<file path="src/rtl/mem_access_unit_if.sv">
// Data-memory port between the MEM-stage access unit (master) and the data
// memory (slave): request/ready handshake with word address, lanes and data.
interface mem_access_unit_if #(
    parameter int WIDTH = 32
);
    logic             req;
    logic             we;
    logic [WIDTH-1:0] addr;
    logic [3:0]       be;
    logic [WIDTH-1:0] wdata;
    logic [WIDTH-1:0] rdata;
    logic             ready;

    modport master (
        output req, we, addr, be, wdata,
        input  rdata, ready
    );

    modport slave (
        input  req, we, addr, be, wdata,
        output rdata, ready
    );
endinterface

</file>
<file path="src/rtl/mem_access_unit.sv">
// MEM-stage controller: issues one request/ready transaction per load/store,
// stalls the pipeline while it is outstanding and formats load results.
module mem_access_unit #(
    parameter int WIDTH    = 32,
    parameter int MAX_WAIT = 16
) (
    input  logic               clk,
    input  logic               rst,
    input  logic               mem_read_mem,
    input  logic               mem_write_mem,
    input  logic               one_byte_mem,
    input  logic               two_bytes_mem,
    input  logic               four_bytes_mem,
    input  logic               load_unsigned_mem,
    input  logic [WIDTH-1:0]   alu_out_mem,
    input  logic [WIDTH-1:0]   rs2_data_mem,
    mem_access_unit_if.master  dmem,
    output logic [WIDTH-1:0]   load_data,
    output logic               mem_stall,
    output logic               misaligned,
    output logic               bus_error
);

    typedef enum logic [1:0] {
        S_IDLE,
        S_WAIT,
        S_DONE
    } state_e;

    typedef enum logic [1:0] {
        SZ_BYTE,
        SZ_HALF,
        SZ_WORD
    } size_e;

    state_e           state_q, state_d;
    logic [7:0]       cnt_q;
    logic             req_q;
    logic             we_q;
    logic [WIDTH-1:0] addr_q;
    logic [3:0]       be_q;
    logic [WIDTH-1:0] wdata_q;
    size_e            size_q;
    logic [1:0]       off_q;
    logic             uns_q;
    logic [WIDTH-1:0] load_q;
    logic             bus_err_q;

    logic             access;
    size_e            size_in;
    logic [1:0]       off_in;
    logic             mis_in;
    logic [3:0]       be_in;
    logic [WIDTH-1:0] wdata_in;
    logic [WIDTH-1:0] load_fmt;
    logic             start;
    logic             done_ok;
    logic             timeout;

    // ---------------- request decode ----------------
    assign access = mem_read_mem | mem_write_mem;
    assign off_in = alu_out_mem[1:0];

    always_comb begin
        if (four_bytes_mem)     size_in = SZ_WORD;
        else if (two_bytes_mem) size_in = SZ_HALF;
        else if (one_byte_mem)  size_in = SZ_BYTE;
        else                    size_in = SZ_WORD;
    end

    assign mis_in = ((size_in == SZ_HALF) && off_in[0]) ||
                    ((size_in == SZ_WORD) && (off_in != 2'b00));

    always_comb begin
        be_in    = 4'b1111;
        wdata_in = rs2_data_mem;
        case (size_in)
            SZ_BYTE: begin
                be_in    = 4'b0001 << off_in;
                wdata_in = {4{rs2_data_mem[7:0]}};
            end
            SZ_HALF: begin
                be_in    = off_in[1] ? 4'b1100 : 4'b0011;
                wdata_in = {2{rs2_data_mem[15:0]}};
            end
            default: begin
                be_in    = 4'b1111;
                wdata_in = rs2_data_mem;
            end
        endcase
    end

    // ---------------- load formatting ----------------
    always_comb begin
        logic [7:0]  byte_v;
        logic [15:0] half_v;
        byte_v   = 8'(dmem.rdata >> {off_q, 3'b000});
        half_v   = off_q[1] ? dmem.rdata[31:16] : dmem.rdata[15:0];
        load_fmt = dmem.rdata;
        case (size_q)
            SZ_BYTE: load_fmt = {{(WIDTH-8){~uns_q & byte_v[7]}}, byte_v};
            SZ_HALF: load_fmt = {{(WIDTH-16){~uns_q & half_v[15]}}, half_v};
            default: load_fmt = dmem.rdata;
        endcase
    end

    // ---------------- FSM next state / outputs ----------------
    // NOTE: every signal driven here gets a default first, so no path leaves
    // one unassigned and no latch is inferred.
    always_comb begin
        state_d    = state_q;
        mem_stall  = 1'b0;
        misaligned = 1'b0;
        start      = 1'b0;
        done_ok    = 1'b0;
        timeout    = 1'b0;
        case (state_q)
            S_IDLE: begin
                if (access) begin
                    if (mis_in) begin
                        misaligned = 1'b1;
                    end else begin
                        start     = 1'b1;
                        mem_stall = 1'b1;
                        state_d   = S_WAIT;
                    end
                end
            end
            S_WAIT: begin
                mem_stall = 1'b1;
                if (dmem.ready) begin
                    done_ok = 1'b1;
                    state_d = S_DONE;
                end else if (cnt_q == 8'(MAX_WAIT - 1)) begin
                    timeout = 1'b1;
                    state_d = S_DONE;
                end
            end
            S_DONE: state_d = S_IDLE;
            default: state_d = S_IDLE;
        endcase
        // Reset flushes the access outright; nothing upstream may stay held.
        if (rst) begin
            mem_stall  = 1'b0;
            misaligned = 1'b0;
        end
    end

    // ---------------- registers ----------------
    // NOTE: sequential state uses non-blocking assignments only, so every
    // register samples pre-edge values regardless of statement order.
    always_ff @(posedge clk or posedge rst) begin
        if (rst) begin
            state_q   <= S_IDLE;
            cnt_q     <= '0;
            req_q     <= 1'b0;
            we_q      <= 1'b0;
            addr_q    <= '0;
            be_q      <= '0;
            wdata_q   <= '0;
            size_q    <= SZ_WORD;
            off_q     <= '0;
            uns_q     <= 1'b0;
            load_q    <= '0;
            bus_err_q <= 1'b0;
        end else begin
            state_q   <= state_d;
            bus_err_q <= 1'b0;
            if (start) begin
                cnt_q   <= '0;
                req_q   <= 1'b1;
                we_q    <= mem_write_mem;
                addr_q  <= {alu_out_mem[WIDTH-1:2], 2'b00};
                be_q    <= be_in;
                wdata_q <= wdata_in;
                size_q  <= size_in;
                off_q   <= off_in;
                uns_q   <= load_unsigned_mem;
            end
            if (state_q == S_WAIT) begin
                cnt_q <= cnt_q + 8'd1;
            end
            if (done_ok) begin
                req_q <= 1'b0;
                we_q  <= 1'b0;
                if (!we_q) begin
                    load_q <= load_fmt;
                end
            end
            if (timeout) begin
                req_q     <= 1'b0;
                we_q      <= 1'b0;
                load_q    <= '0;
                bus_err_q <= 1'b1;
            end
        end
    end

    assign dmem.req   = req_q;
    assign dmem.we    = we_q;
    assign dmem.addr  = addr_q;
    assign dmem.be    = be_q;
    assign dmem.wdata = wdata_q;

    assign load_data = misaligned ? '0 : load_q;
    assign bus_error = bus_err_q;

endmodule

</file>
<file path="src/flat_wrapper.sv">
// flat-port wrapper written by rule: the top's interface ports become plain ports
module mem_access_unit_flat 
#(
    parameter int WIDTH    = 32,
    parameter int MAX_WAIT = 16
)
  (clk, rst, mem_read_mem, mem_write_mem, one_byte_mem, two_bytes_mem, four_bytes_mem, load_unsigned_mem, alu_out_mem, rs2_data_mem, load_data, mem_stall, misaligned, bus_error, dmem_req, dmem_we, dmem_addr, dmem_be, dmem_wdata, dmem_rdata, dmem_ready);
  mem_access_unit_if #(.WIDTH(WIDTH)) dmem_i ();
  input  logic clk;
  input  logic rst;
  input  logic mem_read_mem;
  input  logic mem_write_mem;
  input  logic one_byte_mem;
  input  logic two_bytes_mem;
  input  logic four_bytes_mem;
  input  logic load_unsigned_mem;
  input  logic [WIDTH-1:0] alu_out_mem;
  input  logic [WIDTH-1:0] rs2_data_mem;
  output logic [WIDTH-1:0] load_data;
  output logic mem_stall;
  output logic misaligned;
  output logic bus_error;
  output wire logic [$bits(dmem_i.req)-1:0] dmem_req;
  output wire logic [$bits(dmem_i.we)-1:0] dmem_we;
  output wire logic [$bits(dmem_i.addr)-1:0] dmem_addr;
  output wire logic [$bits(dmem_i.be)-1:0] dmem_be;
  output wire logic [$bits(dmem_i.wdata)-1:0] dmem_wdata;
  input wire logic [$bits(dmem_i.rdata)-1:0] dmem_rdata;
  input wire logic [$bits(dmem_i.ready)-1:0] dmem_ready;
  assign dmem_req = dmem_i.req;
  assign dmem_we = dmem_i.we;
  assign dmem_addr = dmem_i.addr;
  assign dmem_be = dmem_i.be;
  assign dmem_wdata = dmem_i.wdata;
  assign dmem_i.rdata = dmem_rdata;
  assign dmem_i.ready = dmem_ready;
  mem_access_unit #(.WIDTH(WIDTH), .MAX_WAIT(MAX_WAIT)) u_core (.clk(clk), .rst(rst), .mem_read_mem(mem_read_mem), .mem_write_mem(mem_write_mem), .one_byte_mem(one_byte_mem), .two_bytes_mem(two_bytes_mem), .four_bytes_mem(four_bytes_mem), .load_unsigned_mem(load_unsigned_mem), .alu_out_mem(alu_out_mem), .rs2_data_mem(rs2_data_mem), .dmem(dmem_i), .load_data(load_data), .mem_stall(mem_stall), .misaligned(misaligned), .bus_error(bus_error));
endmodule
</file>
<file path="config.mk">
export PLATFORM = sky130hd
export DESIGN_NAME = mem_access_unit_flat
export DESIGN_NICKNAME = d
export VERILOG_FILES = /design/src/rtl/mem_access_unit_if.sv /design/src/rtl/mem_access_unit.sv /design/src/flat_wrapper.sv
export SDC_FILE = /design/constraint.sdc
export NUM_CORES = 1
export LEC_CHECK = 0
export ABC_AREA = 1
export ABC_CLOCK_PERIOD_IN_PS = 7500
export CAP_MARGIN = 15
export CELL_PAD_IN_SITES_DETAIL_PLACEMENT = 1
export CELL_PAD_IN_SITES_GLOBAL_PLACEMENT = 2
export CORE_MARGIN = 1.5
export CORE_UTILIZATION = 38
export CTS_BUF_LIST = sky130_fd_sc_hd__clkbuf_2
export CTS_CLUSTER_DIAMETER = 80
export DETAILED_ROUTE_END_ITERATION = 10
export DONT_BUFFER_PORTS = 1
export PLACE_DENSITY = 0.89
export REMOVE_ABC_BUFFERS = 1
export SLEW_MARGIN = 20
export SYNTH_ARGS = -nofsm -noshare
export SYNTH_HDL_FRONTEND = slang
export SYNTH_SLANG_ARGS = --single-unit
</file>
<file path="constraint.sdc">
create_clock -name clk -period 7.5 [get_ports clk]
set_clock_uncertainty 0.1 [all_clocks]
set_input_delay 0.75 -clock clk [delete_from_list [all_inputs] [get_ports clk]]
set_output_delay 0.75 -clock clk [all_outputs]
set_load 0.05 [all_outputs]
</file>
==> results.toml <==
[cells_and_area]
fill_cells = 1939
nets = 948
final_common_cell = "nand2_1"
area_growth_syn_to_layout_pct = 11.2
drive_gt1_share_pct = 6.90
layout_common_cells = "nand2_1 (351), dfrtp_1 (115), inv_1 (80)"
stdcell_count = 1067

[clock_tree]
clk-insertion-delay-late_ns = 0.71
clkSinkCount = 116
cts-buffers-inserted = 17
cts_root_buffer = "clkbuf_2"
cts_hold_buf = 35
clk_pin_slew_ns = 0.21
cts_buffer_depth = 2
cts_setup_buffers = 0
ctsResizeCount = 0
cts_tree = "built"
cts_max_level = 4

[power]
peakVddDrop_v = 0.000223
power_density_nw_per_um2 = 475
leakage_nw = 3.52

[synth]
synth_area_um2 = 6030
ys_async_sr_fraction_pct = 100
synth-main-ff-cell = "dfrtp_1"
yosysUniqueCellTypes = 32
ys_ff_latch = 116
syn_inst = 826
synth.avg_cell_area_um2 = 7.30
yosysSeqAreaShare_pct = 48.1
synth-edff-count = 0
ys_warn_count = 0

[status]
status = "finished, final reports clean"

[drt]
drt_wl_total_um = 18600
wl_per_cell_um = 17.5
drcViolationCount = 0
dr.pass1.iters = 4
vias_per_cell = 5.14
drtIter0Drc = 292
antenna_left = 0
routed-via-count = 5486

[grt]
track_usage_pct = 23.4
grt_overflow = 0
grt_pass1_vias = 5982
grt_max_degree = 91
grt_pass1_wl_um = 30200
grt_antenna_before_repair = 1

[worst_setup_path]
critPathLaunchType = "flip-flop"
cp_max_fo = 90
worstPathArrival_ns = 3.65
path_class = "flip-flop to output port"
cp-end-kind = "output port"
cp.required_ns = 6.65

[timing]
hold_viol = 0
fin_crit_ns = 4.50
tightest_slew_ns = 1.06
period_share_pct = 60.0
slew_headroom_pct = 29.6
slew_violations = 0
setup_viol = 0
grt_setup_unrepaired = "no"
max_freq_mhz = 222
tns_ns = 0
holdWs_ns = 0.0743

[floorplan]
num_rows = 45
initial_utilization_pct = 39.2
die_y_um = 129
core_area_um2 = 15400
boundaryPins = 210
fp.dieW_um = 129
die_area_um2 = 16600

[place]
place_inst = 999
dp_hpwl_um = 12200
place.gp.congestion = 0.824
portBuffers = 0

[run]
maxCapViolCount = 0

[min_path]
min_path_type = "primary input to flip-flop"
[worst max-delay path: stages (launching register included)]
cell	delay, ns
dfrtp_1	0.45
or2_1	0.23
nor2_2	0.19
nand3_4	0.73
nand2_1	0.48
inv_1	0.13
nor2_1	0.69
[cell type report]
| cell class | instances | area (um2) | share of cell area (%) |
|---|---|---|---|
| multi-input combinational | 581 | 2570 | 38.4 |
| inverter | 85 | 329 | 4.91 |
| antenna | 1 | 2.50 | 0.0373 |
| clock buffer | 17 | 85.1 | 1.27 |
| sequential | 116 | 2900 | 43.3 |
| tap | 211 | 264 | 3.94 |
| clock inverter | 15 | 146 | 2.18 |
| timing repair buffer | 41 | 399 | 5.95 |
[cells in the mapped netlist (2+ instances only)]
cell type	number	area (um2)
nand2_1	351	1320
nor2_4	2	22.5
nor3_1	2	10.0
o211ai_1	38	285
inv_2	2	7.51
clkbuf_1	15	56.3
inv_1	81	304
dfrtp_1	115	2880
buf_6	4	45.0
o21ai_2	2	17.5
buf_4	6	45.0
nor2_1	64	240
nand2_2	2	12.5
nand3_1	31	155
nor2_2	3	18.8
o21ai_0	53	265
nand3_2	2	20.0
a21oi_1	20	100
nand2_4	2	22.5
buf_2	19	95.1
[per-layer routing]
layer	up-vias	wire length, um	GRT usage, %
met1	2664	7770	27.8
met2	192	8930	39.2
met3	27	1540	8.02
met4	0	397	9.05
li1	2603	-	-
met5	-	0	0
[path summary, 6_finish.rpt]
path / start / to / slack, ns / depth (start not counted)
setup / recovery: u_core.state_q[1] / mem_stall / 3.00 / 6
hold / removal: mem_write_mem / u_core.dmem.we / 0.07 / 2
setup reg to reg: u_core.state_q[1] / u_core.dmem.addr[19] / 4.27 / 6
hold reg to reg: u_core.size_q[0] / u_core.size_q[0] / 0.43 / 2
max in group asynchronous: rst / u_core.load_q[0] / 5.74 / 3
min in group asynchronous: rst / u_core.load_q[23] / 0.42 / 2
[registers in the layout, indices dropped and copies added, names as in the netlist]
| name | count |
|---|---|
| u_core.size_q | 2 |
| u_core.bus_error | 1 |
| u_core.dmem.req | 1 |
| u_core.dmem.be | 4 |
| u_core.uns_q | 1 |
| u_core.off_q | 2 |
| u_core.cnt_q | 8 |
| u_core.load_q | 32 |
| u_core.state_q | 2 |
| u_core.dmem.we | 1 |
| u_core.dmem.addr | 30 |
| u_core.dmem.wdata | 32 |
[logic make-up after synthesis]
logic type | count (synthesis) | synth area share (%)
AOI/OAI and AO/OA | 115 | 11.3
adders and majority gates | 1 | 0.207
buffers and inverters | 130 | 9.48
DFF | 116 | 48.1
other | 1 | 0.0622
and+or+nand+nor | 463 | 30.8
[per-stage QoR]
stage	setup WS, ns	power (W)	utilization (%)	instance area [um2]
2_1_floorplan	1.54	0.00249	-	5790
3_3_place_gp	3.47	0.00272	39.8	6120
3_5_place_dp	3.39	0.00277	39.8	6120
4_1_cts	2.92	0.00321	43.6	6700
5_1_grt	2.70	0.00339	43.6	6710
6_report	3.00	0.00318	43.6	6710
[report_power, final]
group	switching, W	internal, W	leakage [nW]	total (W)
logic	0.000826	0.000269	1.93	0.00110
registers	0.000789	0.000881	1.46	0.00167
clock network	0.000290	0.000129	0.142	0.000419
(Power assumes the default switching activity.)
==> RTL change 1, RTL diff (config.mk and constraints unchanged) <==
Put one more register stage on the output `bus_error`, with the module's reset. The value now appears one clock later. The other outputs are not delayed to match.
--- a/src/rtl/mem_access_unit.sv
+++ b/src/rtl/mem_access_unit.sv
@@ -203,7 +203,13 @@
     assign dmem.wdata = wdata_q;
 
     assign load_data = misaligned ? '0 : load_q;
-    assign bus_error = bus_err_q;
+    always_ff @(posedge clk or posedge rst) begin
+        if (rst) begin
+            bus_error <= '0;
+        end else begin
+            bus_error <= bus_err_q;
+        end
+    end
 
 endmodule
 
Formal check against the unedited RTL: same outputs for any inputs over 4 cycles, from zero or initial values and one cycle with rst high; that may be too few to reach the edited logic, so the function may still have changed.
==> RTL change 1 against the original RTL <==
  * Area after synthesis rose by 0.41%
  * Routed wire length fell by 0.53%
  * Total power rose by 0.69%
  * Cell area rose by 0.91%
  * Fmax rose by 0.36%
  * Die area rose by 0.40%
  * Largest power group unchanged
  * Final cell count rose by 0.37%
  * Setup slack improved by 0.016 ns
  * Sequential cell count rose by 1
  * Via count barely moved
  * Highest routed layer unchanged
  * Register-to-register slack improved by 0.03 ns
==> RTL change 1: results (changes against the original RTL) <==
[run_status]
status = finished clean

[critical_path]
cp.arrival_ns = 3.63  ; -0.02 ns
rr_endpoint = u_core.dmem.addr[12]
r2r_slack_ns = 4.30  ; +0.03 ns

[layout]
clkCellAreaFrac_pct = 3.57  ; +0.12 points
bufAreaShareNonClock_pct = 6.29  ; +0.33 points
fin_util_pct = 44.0  ; +0.40 points
drive_gt1_share_pct = 6.87  ; -0.032 points
fillers = 1925  ; -0.72%
final_cells = 1071  ; +0.37%
multi_input_area_share_pct = 38.1  ; -0.35 points
clock_buffers = 17  ; unchanged
seqAreaFraction_pct = 43.3  ; about the same
fin_nets = 952  ; +0.42%
nonClockBufferCount = 44  ; +7.3%

[global_routing]
grtUsageTotal_pct = 23.1  ; -0.32 points
grt_pass1_wl_mm = 29.7  ; -1.9%
grt_max_degree = 91  ; unchanged
grt_pass1_vias = 5890  ; -1.5%

[placement]
dp_hpwl_mm = 12.2  ; about the same
dp_slack_ns = 3.41  ; +0.0158 ns
globalplace.congestion = 0.826  ; +0.28%
post-place-cells = 1000  ; +0.10%
place_area_um2 = 6140  ; +0.41%

[synthesis]
synthTopCellsByArea = dfrtp_1 (48%), nand2_1 (22%), inv_1 (5.0%), o211ai_1 (4.7%), o21ai_0 (4.4%)
ys_seq_area_share_pct = 48.4  ; +0.21 points
synth-adder-area-share_pct = 0.207  ; -0.00086 points
netlist_instances = 827  ; +0.12%
synth_compound_area_share_pct = 11.3  ; -0.047 points
synth-seq-cells = 117  ; +0.86%
synth_commonest_cells = nand2_1 (351), dfrtp_1 (116), inv_1 (81)

[drt]
drtPass1Iterations = 4  ; unchanged
wl_met1_mm = 7.51  ; -3.3%
wl_met3_mm = 1.76  ; +14%
drt_first_iter_violations = 216  ; -26%
vias_per_cell = 5.13  ; -0.32%
wl_met2_mm = 8.76  ; -1.9%

[die]
dieArea_um2 = 16700  ; +0.40%

[clock_tree]
root_buffer = clkbuf_2
postCtsHoldBufs = 38  ; +8.6%

[worst_hold_path]
min-delay-start = rs2_data_mem[7]
hold_path_end = u_core.dmem.wdata[7]

[timing]
drv_slew = 0  ; unchanged
max_slew.worst_pin.slew_ns = 1.03  ; -0.0266 ns
holdWs_ns = 0.100  ; +0.0259 ns

[power]
vdd.ir_drop.worst_mv = 0.213  ; -4.5%
leakage_nw = 3.55  ; +0.64%
p_int_mw = 1.29  ; +0.90%

## RTL change 1: cell count changes after synthesis, sizes merged
cell	unedited run	this run
dfrtp	115	116
## RTL change 1: worst max-delay path by stage
stage / end / from / slack, ns
after detailed placement: mem_stall / four_bytes_mem / 3.41
final: mem_stall / u_core.state_q[1] / 3.02
after global routing: mem_stall / u_core.state_q[1] / 2.64
after global placement: mem_stall / four_bytes_mem / 3.47
after CTS: mem_stall / u_core.state_q[1] / 2.87
after floorplan: load_data[0] / rst / 1.51
## RTL change 1: layer usage
metal / vias to the layer above / GRT usage [%]
met4: 0 / 10.8
li1: 2610 / -
met3: 35 / 9.74
met2: 192 / 37.9
met5: - / 0
met1: 2652 / 26.1
## RTL change 1: power groups by stage
stage	logic (mW)	registers [mW]	clock network (mW)
2_1_floorplan	0.869	1.63	0
3_3_place_gp	1.04	1.68	0
3_5_place_dp	1.09	1.68	0
4_1_cts	1.11	1.68	0.452
5_1_grt	1.23	1.71	0.473
6_report	1.10	1.68	0.434
==> RTL change 2, RTL diff (same settings) <==
Without the edit above. `MAX_WAIT` is set to 16 in 2 places; all go to 15.
--- a/src/rtl/mem_access_unit.sv
+++ b/src/rtl/mem_access_unit.sv
@@ -2,7 +2,7 @@
 // stalls the pipeline while it is outstanding and formats load results.
 module mem_access_unit #(
     parameter int WIDTH    = 32,
-    parameter int MAX_WAIT = 16
+    parameter int MAX_WAIT = 15
 ) (
     input  logic               clk,
     input  logic               rst,
--- a/src/flat_wrapper.sv
+++ b/src/flat_wrapper.sv
@@ -2,7 +2,7 @@
 module mem_access_unit_flat 
 #(
     parameter int WIDTH    = 32,
-    parameter int MAX_WAIT = 16
+    parameter int MAX_WAIT = 15
 )
   (clk, rst, mem_read_mem, mem_write_mem, one_byte_mem, two_bytes_mem, four_bytes_mem, load_unsigned_mem, alu_out_mem, rs2_data_mem, load_data, mem_stall, misaligned, bus_error, dmem_req, dmem_we, dmem_addr, dmem_be, dmem_wdata, dmem_rdata, dmem_ready);
   mem_access_unit_if #(.WIDTH(WIDTH)) dmem_i ();
Behaviour: same outputs for any inputs over 4 cycles, from zero or initial values and one cycle with rst high; that may be too few to reach the edited logic, so the function may still have changed.
==> RTL change 2 against the original RTL <==
  * Setup slack gained 0.069 ns
  * Critical endpoint unchanged
  * Non-clock buffer count down 5
  * Total power shrank 5.4%
  * Routed wire length down 5.3%
  * Fmax up 1.6%
  * Cell area is 2.4% lower
  * Sequential cell count unchanged
  * Area after synthesis decreased by 1.9%
  * Highest routed layer unchanged
==> RTL change 2: results (changes against the original RTL) <==
[run_status]
status = finished clean

[drt]
drtPass1Iterations = 4  ; unchanged
routed-via-count = 5350  ; -2.5%
routedWlPerCell_um = 16.9  ; -3.0%
drt_first_iter_violations = 235  ; -20%

[placement]
globalplace.congestion = 0.772  ; -6.3%
io_buffers = 0  ; unchanged
dp_slack_ns = 3.26  ; -0.130 ns
dp_hpwl_mm = 11.9  ; -2.3%

[synthesis]
synth_ff_type = dfrtp_1
synth.distinct_cells = 31  ; -3.1%
ys_seq_area_share_pct = 49.1  ; +0.96 points
async_flop_share_pct = 100  ; unchanged
synth_commonest_cells = nand2_1 (381), dfrtp_1 (115), inv_1 (84)
synthTopCellsByArea = dfrtp_1 (49%), nand2_1 (24%), inv_1 (5.3%), o21ai_0 (4.4%), nor2_1 (4.1%)
yosys_warnings = 0  ; unchanged

[clock_tree]
clockBufferDepth = 2  ; unchanged
clkTransAtPathRegs_ns = 0.19  ; -0.02 ns
cts_resized = 0  ; unchanged
clk_latency_ns = 0.70
root_buffer = clkbuf_2
htree_num_levels = 4  ; unchanged
cts_buffers = 17  ; unchanged

[global_routing]
gr-total-overflow = 0  ; unchanged
antenna_found_initial = 0  ; -1
grtUsageTotal_pct = 22.3  ; -1.1 points
grt_pass1_wl_mm = 28.3  ; -6.2%
grt_max_degree = 92  ; +1.1%
grt_pass1_vias = 5659  ; -5.4%

[timing]
max_slew.worst_pin.slew_ns = 1.05  ; -0.0108 ns
layout_setup_ws_ns = 3.07  ; +0.0691 ns

[layout]
drive_gt1_share_pct = 6.32  ; -0.58 points
antenna_cells = 0  ; -1
fillers = 1960  ; +1.1%
fin_nets = 948  ; unchanged

[critical_path]
critPathMaxFanout = 91  ; +1.1%
r2r_slack_ns = 4.28  ; about the same
cp.arrival_ns = 3.58  ; -0.07 ns

[worst_hold_path]
hold_path_class = primary input to register

[power]
leakage_nw = 3.57  ; +1.2%
vdd.ir_drop.worst_mv = 0.214  ; -4.2%

[RTL change 2: changes by cell type in the layout (fill, tap and decap cells not counted), sizes merged, moves of 3 or more]
cell / delta
a21oi: -3
clkinvlp: +3
dlygate4sd3: -3
inv: -4
nand2: +31
o211ai: -32
[RTL change 2: repair_timing]
action	in CTS	in global routing
hold buffers	32	0
hold endpoints to repair	71	0
setup endpoints to repair	0	0
[RTL change 2: kinds of logic after synthesis]
family | after synthesis | synth area share, %
AND/OR/NAND/NOR | 497 | 33.7
buffers and inverters | 125 | 9.20
flip-flops | 116 | 49.1
AO/OA/AOI/OAI | 82 | 7.49
adder cells (fa/ha/maj) | 2 | 0.423
other | 1 | 0.0634
[RTL change 2: final cells by class]
| class | instances | area share, % |
|---|---|---|
| flip-flops and latches | 116 | 44.4 |
| multi-input cells | 583 | 37.9 |
| repair buffers | 36 | 5.66 |
| inverters | 87 | 5.03 |
| well taps | 188 | 3.59 |
| clock inverters | 15 | 2.14 |
| clock buffers | 17 | 1.30 |
[RTL change 2: per-layer routing]
layer	vias to the layer above	wire, µm	GRT usage, %
li1	2535	-	-
met5	-	0	0
met2	181	8520	37.0
met3	35	1440	8.31
met1	2599	7290	26.2
met4	0	404	8.79
[RTL change 2: final timing paths]
kind,from,endpoint,depth (start not counted)
worst min register to register,u_core.load_q[4],u_core.load_q[4],2
min in group asynchronous,rst,u_core.load_q[3],2
worst max register to register,u_core.state_q[1],u_core.dmem.addr[28],6
worst max-delay path,u_core.state_q[1],mem_stall,6
worst min-delay path,rs2_data_mem[3],u_core.dmem.wdata[3],2
max in group asynchronous,rst,u_core.dmem.addr[17],3
[RTL change 2: report_power, final]
| group | switching, mW | internal, mW | total, mW |
|---|---|---|---|
| Sequential | 0.784 | 0.865 | 1.65 |
| Clock | 0.255 | 0.148 | 0.403 |
| Combinational | 0.720 | 0.239 | 0.960 |
| Total | 1.76 | 1.25 | 3.01 |
[RTL change 2: worst max-delay path: stages, from the launching register on]
cell and delay [ns]:
dfrtp_1 0.42, or2_1 0.22, nor2_2 0.19, nand3_4 0.75
nand2_1 0.44, inv_1 0.12, nor2_1 0.69
[RTL change 2: through the flow]
stage / util [%] / hold WS [ns] / cells / area, µm²
after global routing: 43.1 / 0.00844 / 1042 / 6550
final: 43.1 / 0.0897 / 1042 / 6550
after CTS: 43.1 / 0.000368 / 1042 / 6550
after global placement: 39.3 / 0.354 / 977 / 5970
after detailed placement: 39.5 / 0.359 / 978 / 6000
after floorplan: - / 0.342 / 786 / 5700
